**config.mk**
```make
export PLATFORM = sky130hd
export DESIGN_NAME = audio_stream_reader
export DESIGN_NICKNAME = d
export VERILOG_FILES = /design/src/rtl/audio_stream_reader.sv
export SDC_FILE = /design/constraint.sdc
export NUM_CORES = 1
export LEC_CHECK = 0
export BUFFER_PORTS_ARGS = -buffer_cell sky130_fd_sc_hd__buf_2
export CORE_MARGIN = 2
export CORE_UTILIZATION = 40
export DETAILED_ROUTE_END_ITERATION = 6
export MAX_ROUTING_LAYER = met4
export SLEW_MARGIN = 20
export SYNTH_ARGS = -nofsm -noshare
export SYNTH_HDL_FRONTEND = slang
export SYNTH_SLANG_ARGS = --single-unit
```
**constraint.sdc**
```tcl
create_clock -name clk -period 3.5 [get_ports clk]
set_input_delay 0.35 -clock clk [delete_from_list [all_inputs] [get_ports clk]]
set_output_delay 0.35 -clock clk [all_outputs]
set_load 0.05 [all_outputs]
```
**src/rtl/audio_stream_reader.sv**
```systemverilog
// rtl/audio_stream_reader.sv - streams interleaved multi-channel audio words from an Avalon-MM slave
// Words are prefetched one read at a time into a small FIFO and popped as NUM_CH-wide frames per sample_tick.
module audio_stream_reader #(
  parameter int DATA_W     = 16,
  parameter int ADDR_W     = 23,
  parameter int NUM_CH     = 2,
  parameter int FIFO_DEPTH = 8
) (
  input  logic                     clk,
  input  logic                     reset,
  input  logic                     start,
  input  logic                     stop,
  input  logic                     loop_en,
  input  logic                     reverse,
  input  logic [ADDR_W-1:0]        start_addr,
  input  logic [ADDR_W-1:0]        end_addr,
  input  logic                     sample_tick,
  output logic [ADDR_W-1:0]        address,
  output logic                     read,
  input  logic                     waitrequest,
  input  logic                     readdatavalid,
  input  logic [DATA_W-1:0]        readdata,
  output logic [NUM_CH*DATA_W-1:0] audio_sample,
  output logic                     sample_valid,
  output logic                     busy,
  output logic                     done,
  output logic                     underrun
);

  localparam int PTR_W = $clog2(FIFO_DEPTH);
  localparam int CNT_W = PTR_W + 1;
  localparam logic [CNT_W-1:0] NUM_CH_C = CNT_W'(NUM_CH);
  localparam logic [CNT_W-1:0] DEPTH_C  = CNT_W'(FIFO_DEPTH);

  typedef enum logic [1:0] {S_IDLE, S_REQ, S_WAIT_DATA, S_DRAIN} state_t;

  state_t                     state_q;
  logic [ADDR_W-1:0]          ptr_q;
  logic [ADDR_W-1:0]          addr_q;
  logic                       read_q;
  logic                       busy_q;
  logic                       done_q;
  logic                       underrun_q;
  logic                       sample_valid_q;
  logic [NUM_CH*DATA_W-1:0]   audio_q;
  logic                       loop_q;
  logic                       rev_q;
  logic [ADDR_W-1:0]          start_addr_q;
  logic [ADDR_W-1:0]          end_addr_q;
  logic                       term_hit_q;
  logic                       stop_q;
  logic [CNT_W-1:0]           count_q;
  logic [PTR_W-1:0]           wr_ptr_q;
  logic [PTR_W-1:0]           rd_ptr_q;
  logic [DATA_W-1:0]          mem_q [FIFO_DEPTH];

  logic                       active_c;
  logic                       can_pop_c;
  logic                       stopping_c;
  logic                       flush_c;
  logic                       push_c;
  logic                       pop_c;
  logic                       underrun_c;
  logic [CNT_W-1:0]           count_d;
  logic [NUM_CH*DATA_W-1:0]   frame_c;
  logic [ADDR_W-1:0]          term_addr_c;
  logic [ADDR_W-1:0]          origin_c;

  always_comb begin
    active_c   = (state_q != S_IDLE);
    can_pop_c  = (count_q >= NUM_CH_C);
    stopping_c = stop || stop_q;
    term_addr_c = rev_q ? start_addr_q : end_addr_q;
    origin_c    = rev_q ? end_addr_q : start_addr_q;

    // Flush happens whenever the FSM returns to IDLE from an active state.
    flush_c = 1'b0;
    case (state_q)
      S_REQ:       flush_c = stop && !read_q;
      S_WAIT_DATA: flush_c = readdatavalid && stopping_c;
      S_DRAIN:     flush_c = stop || !can_pop_c;
      default:     flush_c = 1'b0;
    endcase

    push_c     = (state_q == S_WAIT_DATA) && readdatavalid && !stopping_c;
    pop_c      = active_c && sample_tick && can_pop_c && !flush_c;
    underrun_c = active_c && sample_tick && !can_pop_c && !flush_c && (state_q != S_DRAIN);

    count_d = count_q;
    if (flush_c) begin
      count_d = '0;
    end else begin
      if (push_c) count_d = count_d + CNT_W'(1);
      if (pop_c)  count_d = count_d - NUM_CH_C;
    end

    frame_c = '0;
    for (int c = 0; c < NUM_CH; c++) begin
      frame_c[c*DATA_W +: DATA_W] = mem_q[rd_ptr_q + PTR_W'(c)];
    end
  end

  always_ff @(posedge clk) begin
    if (push_c) mem_q[wr_ptr_q] <= readdata;
  end

  always_ff @(posedge clk) begin
    if (!reset) begin
      state_q        <= S_IDLE;
      ptr_q          <= '0;
      addr_q         <= '0;
      read_q         <= 1'b0;
      busy_q         <= 1'b0;
      done_q         <= 1'b0;
      underrun_q     <= 1'b0;
      sample_valid_q <= 1'b0;
      audio_q        <= '0;
      loop_q         <= 1'b0;
      rev_q          <= 1'b0;
      start_addr_q   <= '0;
      end_addr_q     <= '0;
      term_hit_q     <= 1'b0;
      stop_q         <= 1'b0;
      count_q        <= '0;
      wr_ptr_q       <= '0;
      rd_ptr_q       <= '0;
    end else begin
      done_q         <= 1'b0;
      sample_valid_q <= pop_c;
      underrun_q     <= underrun_c;
      count_q        <= count_d;
      if (pop_c) audio_q <= frame_c;

      if (flush_c) begin
        wr_ptr_q <= '0;
        rd_ptr_q <= '0;
      end else begin
        if (push_c) wr_ptr_q <= wr_ptr_q + PTR_W'(1);
        if (pop_c)  rd_ptr_q <= rd_ptr_q + PTR_W'(NUM_CH);
      end

      case (state_q)
        S_IDLE: begin
          if (start) begin
            state_q      <= S_REQ;
            busy_q       <= 1'b1;
            loop_q       <= loop_en;
            rev_q        <= reverse;
            start_addr_q <= start_addr;
            end_addr_q   <= end_addr;
            ptr_q        <= reverse ? end_addr : start_addr;
            stop_q       <= 1'b0;
            term_hit_q   <= 1'b0;
          end
        end

        S_REQ: begin
          if (read_q) begin
            // A pending request must complete its handshake even if stop arrives.
            if (stop) stop_q <= 1'b1;
            if (!waitrequest) begin
              read_q     <= 1'b0;
              ptr_q      <= rev_q ? ptr_q - ADDR_W'(1) : ptr_q + ADDR_W'(1);
              term_hit_q <= (addr_q == term_addr_c);
              state_q    <= S_WAIT_DATA;
            end
          end else if (stop) begin
            busy_q  <= 1'b0;
            state_q <= S_IDLE;
          end else if (count_q < DEPTH_C) begin
            read_q <= 1'b1;
            addr_q <= ptr_q;
          end
        end

        S_WAIT_DATA: begin
          if (readdatavalid) begin
            if (stopping_c) begin
              busy_q  <= 1'b0;
              stop_q  <= 1'b0;
              state_q <= S_IDLE;
            end else if (term_hit_q) begin
              if (loop_q) begin
                ptr_q   <= origin_c;
                state_q <= S_REQ;
              end else begin
                state_q <= S_DRAIN;
              end
            end else begin
              state_q <= S_REQ;
            end
          end else if (stop) begin
            stop_q <= 1'b1;
          end
        end

        S_DRAIN: begin
          if (stop) begin
            busy_q  <= 1'b0;
            state_q <= S_IDLE;
          end else if (!can_pop_c) begin
            done_q  <= 1'b1;
            busy_q  <= 1'b0;
            state_q <= S_IDLE;
          end
        end

        default: state_q <= S_IDLE;
      endcase
    end
  end

  assign address      = addr_q;
  assign read         = read_q;
  assign busy         = busy_q;
  assign done         = done_q;
  assign underrun     = underrun_q;
  assign sample_valid = sample_valid_q;
  assign audio_sample = audio_q;

endmodule
```
==> summary.txt, run 1 <==
Result of the run: finished, final reports clean
Clock slew at the register clock pins of the worst setup and hold paths: 0.06 ns
Horiz. Die Dim: 181.7 um
Tot GR Track Use: 20.59%
Top cell type by total area after synthesis: edfxtp_1
Syn Inst Count: 1,176
Netlist Area Pre-Place: 0.01263 sq mm
Source of the worst hold timing path: end_addr[21]
Router iterations before antenna repair: 5
Synth cell types: 70
Max-cap check violation count: 0
Worst EP required: 3.97 ns
TritonCTS clock tree: done
Lkg Pwr: 5.410 nW
Post-synthesis sequential area ratio: 53.26%
Count of state elements after synthesis: 272
Critical path peak fanout: 37
Number of antenna violations at the first check in global routing: 2
Initial cell density of the core: 40.33%
Data arrival, critical path: 3.20 ns
Achievable frequency: 366.4 MHz
Top-level port count: 131
Minimum setup slack in the final design: 0.7706 ns
Startpoint class of the critical path: flip-flop
Post-layout nets: 1,399
Mapped Nets: 1,278
Wire per inst: 19.14 um
Final total power: 7.850 mW
# port buffers: 130
Post-DR vias/cell: 5.446
Maximum number of pins on one net before global-route repair: 81
Worst vdd rail ir drop: 0.4751 mV
Worst R2R End: ptr_q[19]
Max-slew headroom at the worst pin: 36.49%
Share of Yosys cell area claimed by the top area cell type: 30.44%
Vias in the first global route: 9,351
Area of the core: 0.03131 sq mm
Global-route wire length before repair: 52,040 um
Number of clock sinks: 272
Total Neg Setup Slack: 0 ns
Number of cells traversed by the worst register-to-register path: 8
Clock buffers created by TritonCTS: 30
Count of H-tree levels built during CTS: 1
Worst Clk Skew: 0.02457 ns
Share of synthesized flip-flops with an asynchronous set or reset: 0%
Setup slack, reg-to-reg: 0.77 ns
Transition time of the tightest slew-check pin: 0.9513 ns
Cell repeated most along the worst path: a21oi_1
Area used by multi-input combinational logic: 0.005540 sq mm
Final antenna-violating net count: 0
Final setup vio count: 0
Latest clock arrival within the worst-skew pair: 0.57 ns
Number of enable-type register cells in the synthesized netlist: 128
Ys flop type: dfxtp_1
Critical R2R Launch: rev_q
RSZ-0062 raised after global routing: false
Hold worst-path end: end_addr_q[21]
CP max stage cell: dfxtp_4
Areal power density over the cells: 531.4 mW/mm^2
HPWL after DPL: 22,670 um
Final critical-path share of the clock period: 77.98%
Syn avg cell area: 10.74 sq um
Number of buffers inserted by post-CTS setup repair: 0
Final std cell area, no fill: 0.01477 sq mm
Commonest cells in the netlist: 242 x nand2_1, 146 x a21oi_1, 144 x dfxtp_1, 128 x edfxtp_1, 52 x mux2i_1
# fillers: 2,913
Cell with the most instances after synthesis: nand2_1
Iteration-0 DRC Markers: 646
Global placer's final weighted congestion: 0.8739
Area after DPL: 0.01372 sq mm
Min Tclk post-route: 2.729 ns
Placement Rows: 65
YS warnings: 0
Area contributors post-synth: edfxtp_1 30%, dfxtp_1 23%, nand2_1 7.2%
Chain of cells forming the critical path: ha_1 -> a21o_1 -> a21oi_1 -> a21oi_1 -> o41ai_2 -> nor4_1 -> o21a_1 -> o31ai_1
Congestion Overflow GR: 0
Cell depth of the worst min-delay path: 3
Area of the die: 0.03301 sq mm
Buffer type at the clock tree root: clkbuf_16
Hold Path Class: in2reg
Setup slack after placement: 0.7312 ns
CP endpoint kind: flip-flop
Hold Violations, Final: 0
Final-report max-slew violation count: 0
Worst setup path class: reg2reg
Final Routed Wirelength: 33,030 um
Fraction of final layout cells with drive strength greater than 1: 20.82%
Die extent in y: 181.7 um
Synthesis-to-finish area growth: 16.96%
Delay contributed by the slowest stage of the critical path: 0.68 ns
Overall via count from detail_route: 9,399
Register area: 0.006731 sq mm
Longest Clk Path Bufs: 3
Final routed DRC violation total: 0
## cells in the final DEF (no fill, tap or decap), types with 11 or more instances in the layout
cell,synthesis,layout
mux4_2,32,32
a21oi_1,146,146
nand2_1,242,242
nand2b_1,11,11
inv_1,13,13
ha_1,30,30
a211oi_1,12,12
dfxtp_1,144,142
buf_4,7,29
o21ai_0,11,11
mux2i_1,52,52
xor2_1,18,18
edfxtp_1,128,128
nor2b_1,14,14
nor2_1,50,50
mux2_2,13,13
clkbuf_16,0,30
xnor2_1,23,23
buf_2,15,130
clkbuf_1,43,11
## critical path: cells and delay by family, from the launching register on
family	cells	cell delay (ns)
AO/OA/AOI/OAI	6	1.39
adder cells (fa/ha/maj)	1	0.40
flip-flops	1	0.68
AND/OR/NAND/NOR	1	0.16
## routing by layer
layer	global-route usage [%]	vias up	wire, um
met4	5.984	0	939
met2	35.82	234	16720
met3	3.189	50	1670
met1	24.79	4580	13700
met5	-	-	0
li1	-	4535	-
## logic make-up (layout without fill, tap and decap cells)
family	Yosys count	in the layout	synth area share, %
buffers and inverters	88	233	3.151
xor gates and xnor gates	41	41	2.844
DFF	272	272	53.26
muxes	97	97	10.99
AOI/OAI and AO/OA	266	266	13.44
and+or+nand+nor	381	381	13.19
other	0	3	0
adders and majority gates	31	31	3.131
## worst max-delay path by stage
stage | cells after the start | slack [ns] | start | end
finish | 8 | 0.77 | rev_q | ptr_q[19]
global route | 7 | 0.58 | rev_q | term_hit_q
CTS | 7 | 0.73 | rev_q | term_hit_q
detailed placement | 7 | 0.73 | rev_q | term_hit_q
global placement | 7 | 0.79 | rev_q | term_hit_q
floorplan | 13 | 0.14 | rev_q | ptr_q[22]
## state kept, by name, summed over array words and instances, names as in the netlist, 2 cells and up
| name | flops |
|---|---|
| address | 23 |
| audio_sample | 32 |
| count_q | 4 |
| end_addr_q | 23 |
| mem_q | 128 |
| ptr_q | 23 |
| rd_ptr_q | 2 |
| start_addr_q | 23 |
| state_q | 2 |
| wr_ptr_q | 3 |
## cell type report
type	count	area share, %
Sequential cell	272	45.57
Timing Repair Buffer	162	6.150
Clock buffer	46	5.828
Multi-Input combinational cell	816	37.51
Antenna cell	3	0.05083
Clock inverter	10	1.084
Tap cell	402	3.405
Inverter	15	0.3981
## where the power goes
group	internal, mW	switching [mW]	leakage, nW	total [mW]
clock network	1.92	1.29	0.495	3.21
logic	0.396	0.695	2.59	1.09
registers	3.43	0.111	2.32	3.54
## stage by stage
stage                     util (%)  hold WS, ns  std cells
after global routing         47.16      0.02117       1725
after CTS                    47.14     0.007788       1723
after global placement       43.82       0.4401       1665
final                        47.17      0.03423       1726
after floorplan                  -       0.4452       1176
after detailed placement     43.82       0.4446       1665
## timing repair
item / CTS / global route
hold endpoints to repair: 2 / 0
gates resized for setup: 0 / 0
hold buffers: 2 / 0
Note: power is estimated with default switching activity, not from simulation.
==> run 2: changes to the inputs <==
--- a/config.mk
+++ b/config.mk
@@ -5,6 +5,7 @@
 export SDC_FILE = /design/constraint.sdc
 export NUM_CORES = 1
 export LEC_CHECK = 0
+export ABC_AREA = 1
 export BUFFER_PORTS_ARGS = -buffer_cell sky130_fd_sc_hd__buf_2
 export CORE_MARGIN = 2
 export CORE_UTILIZATION = 40
==> constraint.sdc (replaced) <==
create_clock -name clk -period 2.8 [get_ports clk]
set_input_delay 0.28 -clock clk [delete_from_list [all_inputs] [get_ports clk]]
set_output_delay 0.28 -clock clk [all_outputs]
set_load 0.05 [all_outputs]
==> summary.txt, run 2 <==
Result of the run: finished, final reports clean
# port buffers: 130 (unchanged)
Flip-flop count of the largest register, all copies and words added: 128 (unchanged)
Register name with the most flops: mem_q
Initial cell density of the core: 40.32% (about the same)
Final setup vio count: 0 (unchanged)
Net Sw Frac: 40.54% (+14 points)
Area contributors post-synth: edfxtp_1 30%, dfxtp_1 22%, nand2_1 9.3%
Ys flop type: dfxtp_1
Final antenna-violating net count: 0 (unchanged)
Clock slew at the register clock pins of the worst setup and hold paths: 0.06 ns (about the same)
Switching pwr: 5.983 mW (+190%)
YS warnings: 0 (unchanged)
Count of state elements after synthesis: 272 (unchanged)
Sequential fraction of design power: 35.0% (-10 points)
Wire per inst: 18.30 um (-4.4%)
Max-cap check violation count: 0 (unchanged)
Worst setup path class: reg2reg
Clock buffers created by TritonCTS: 31 (+3.3%)
Most used cells in the layout excluding fill and tap cells: 320 x nand2_1, 256 x nor2_1, 233 x o21ai_0
Hold Violations, Final: 0 (unchanged)
Cell depth of the worst min-delay path: 3 (unchanged)
Share of Yosys cell area claimed by the top area cell type: 29.52% (-0.91 points)
Number of buffers inserted by post-CTS setup repair: 0 (unchanged)
Cell with the most instances after synthesis: nand2_1
Startpoint class of the critical path: flip-flop
Transition time of the tightest slew-check pin: 0.6985 ns (-0.2528 ns)
Post-DR vias/cell: 5.162 (-5.2%)
Post-layout utilization of the core: 48.18% (+1.0 points)
Final total power: 14.76 mW (+88%)
Chain of cells forming the critical path: inv_1 -> ha_1 -> inv_2 -> buf_4 -> nor2_1 -> inv_1 -> nand2_1 -> nor3_2 -> inv_2 -> a21oi_1 -> nand2_1 -> a21oi_1
Vias in the first global route: 11,221 (+20%)
Areal power density over the cells: 948.6 mW/mm^2 (+78%)
Worst EP required: 3.30 ns (-0.67 ns)
Count of H-tree levels built during CTS: 1 (unchanged)
Congestion Overflow GR: 0 (unchanged)
Number of antenna violations at the first check in global routing: 1 (-1)
Mapped Nets: 1,729 (+35%)
Critical path peak fanout: 17 (-54%)
Longest Clk Path Bufs: 3 (unchanged)
Worst vdd rail ir drop: 0.5970 mV (+26%)
Netlist Area Pre-Place: 0.01302 sq mm (+3.1%)
Overall via count from detail_route: 11,584 (+23%)
Kind of cell adding the most delay to the critical path: buffers and inverters
Buffer type at the clock tree root: clkbuf_16
Commonest cells in the netlist: 321 x nand2_1, 256 x nor2_1, 233 x o21ai_0, 144 x dfxtp_1, 128 x edfxtp_1
Hold Path Class: in2reg
CP max stage cell: a21oi_1
Share of synthesized flip-flops with an asynchronous set or reset: 0% (unchanged)
Top-level port count: 131 (unchanged)
Worst hold slack across all endpoints: 0.004236 ns (-0.02999 ns)
Area of the die: 0.03401 sq mm (+3.0%)
Synth cell types: 43 (-39%)
Area of the core: 0.03229 sq mm (+3.1%)
TritonCTS clock tree: done
Horiz. Die Dim: 184.4 um (+1.5%)
Global placer's final weighted congestion: 0.9229 (+5.6%)
Synthesis-to-finish area growth: 19.49%
Worst Clk Skew: 0.01281 ns (-0.01176 ns)
Post-layout nets: 1,878 (+34%)
Final-report max-slew violation count: 0 (unchanged)
Fraction of power consumed by the clock network: 28.4% (-13 points)
Iteration-0 DRC Markers: 788 (+22%)
Placement Rows: 66 (+1.5%)
Die extent in y: 184.4 um (+1.5%)
Router iterations before antenna repair: 5 (unchanged)
Comb pwr share: 36.5% (+23 points)
Min Tclk post-route: 2.536 ns (-0.1938 ns)
Latest clock arrival within the worst-skew pair: 0.58 ns (about the same)
Number of cells traversed by the worst register-to-register path: 12 (+4)
Lkg Pwr: 6.670 nW (+23%)
HPWL after DPL: 29,530 um (+30%)
Final critical-path share of the clock period: 90.56% (+13 points)
Delay contributed by the slowest stage of the critical path: 0.42 ns (-0.26 ns)
Post-synthesis sequential area ratio: 51.67% (-1.6 points)
Top cell type by total area after synthesis: edfxtp_1
Tot GR Track Use: 25.05% (+4.5 points)
Achievable frequency: 394.4 MHz (+7.6%)
Buffering stage count on the worst path with inverters included: 5 (+5)
Final routed DRC violation total: 0 (unchanged)
Data arrival, critical path: 3.03 ns (-0.17 ns)
Syn Inst Count: 1,627 (+38%)
Maximum number of pins on one net before global-route repair: 80 (-1.2%)
RSZ-0062 raised after global routing: false
Max-slew headroom at the worst pin: 53.38% (+17 points)
Fraction of final layout cells with drive strength greater than 1: 14.33% (-6.5 points)
Path length in cells of the critical path: 12 (+4)
Global-route wire length before repair: 63,360 um (+22%)
Final Routed Wirelength: 41,060 um (+24%)
Commonest non-fill, non-tap cell in the layout: nand2_1
Syn avg cell area: 8.002 sq um (-25%)
Number of enable-type register cells in the synthesized netlist: 128 (unchanged)
Number of clock sinks: 272 (unchanged)
CP endpoint kind: flip-flop
Internal Power: 8.774 mW (+53%)
-- run 2: power groups by stage --
stage,registers (mW),logic [mW],clock network [mW]
after floorplan,5.56,3.21,0
after global placement,5.24,5.30,0
after detailed placement,5.25,5.34,0
after CTS,5.16,5.39,4.26
after global routing,5.22,5.97,4.44
final,5.17,5.39,4.19
-- run 2: worst paths after layout --
check                         to  slack (ns)          start
hold reg to reg    end_addr_q[5]        0.48  end_addr_q[5]
setup / recovery       ptr_q[20]        0.26     state_q[0]
hold / removal    end_addr_q[11]       0.004   end_addr[11]
setup reg to reg       ptr_q[20]        0.26     state_q[0]
-- run 2: layout make-up --
cell class	instances	area, sq um
Antenna cell	1	2.502
Clock buffer	40	859.6
Clock inverter	18	206.4
Fill cell	3153	16730
Inverter	137	514.2
Multi-Input combinational cell	1137	5455
Sequential cell	272	6729
Tap cell	442	553.0
Timing Repair Buffer	197	1236
-- run 2: logic make-up after synthesis --
family	after synthesis	synth area share, %
adders and majority gates	31	3.037
xor gates and xnor gates	14	0.9419
DFF	272	51.67
AOI/OAI and AO/OA	408	16.36
and+or+nand+nor	684	21.39
buffers and inverters	218	6.603
-- run 2: tightest hold or removal path, cell delays in order --
cell	delay, ns
buf_2	0.09
o21ai_0	0.08
nor2_1	0.09
-- run 2: per-stage QoR --
step | setup slack (ns) | instance area [sq um] | setup TNS, ns | cells
finish | 0.2644 | 15560 | 0 | 2244
global route | 0.08495 | 15560 | 0 | 2244
CTS | 0.2963 | 15550 | 0 | 2243
detailed placement | 0.3116 | 14220 | 0 | 2158
global placement | 0.3155 | 14220 | 0 | 2158
floorplan | -0.06444 | 13020 | -2.062 | 1627
-- run 2: per-layer routing --
layer	share of wire [%]	track usage, %
met5	0	-
met4	5.7	12.51
met3	5.1	3.240
met2	49	42.99
met1	40	28.87
-- run 2: timing repair --
action,in CTS,in global routing
setup endpoints to repair,0,0
endpoints found under the hold margin,85,0
hold buffers,27,0
gates resized for setup,0,0
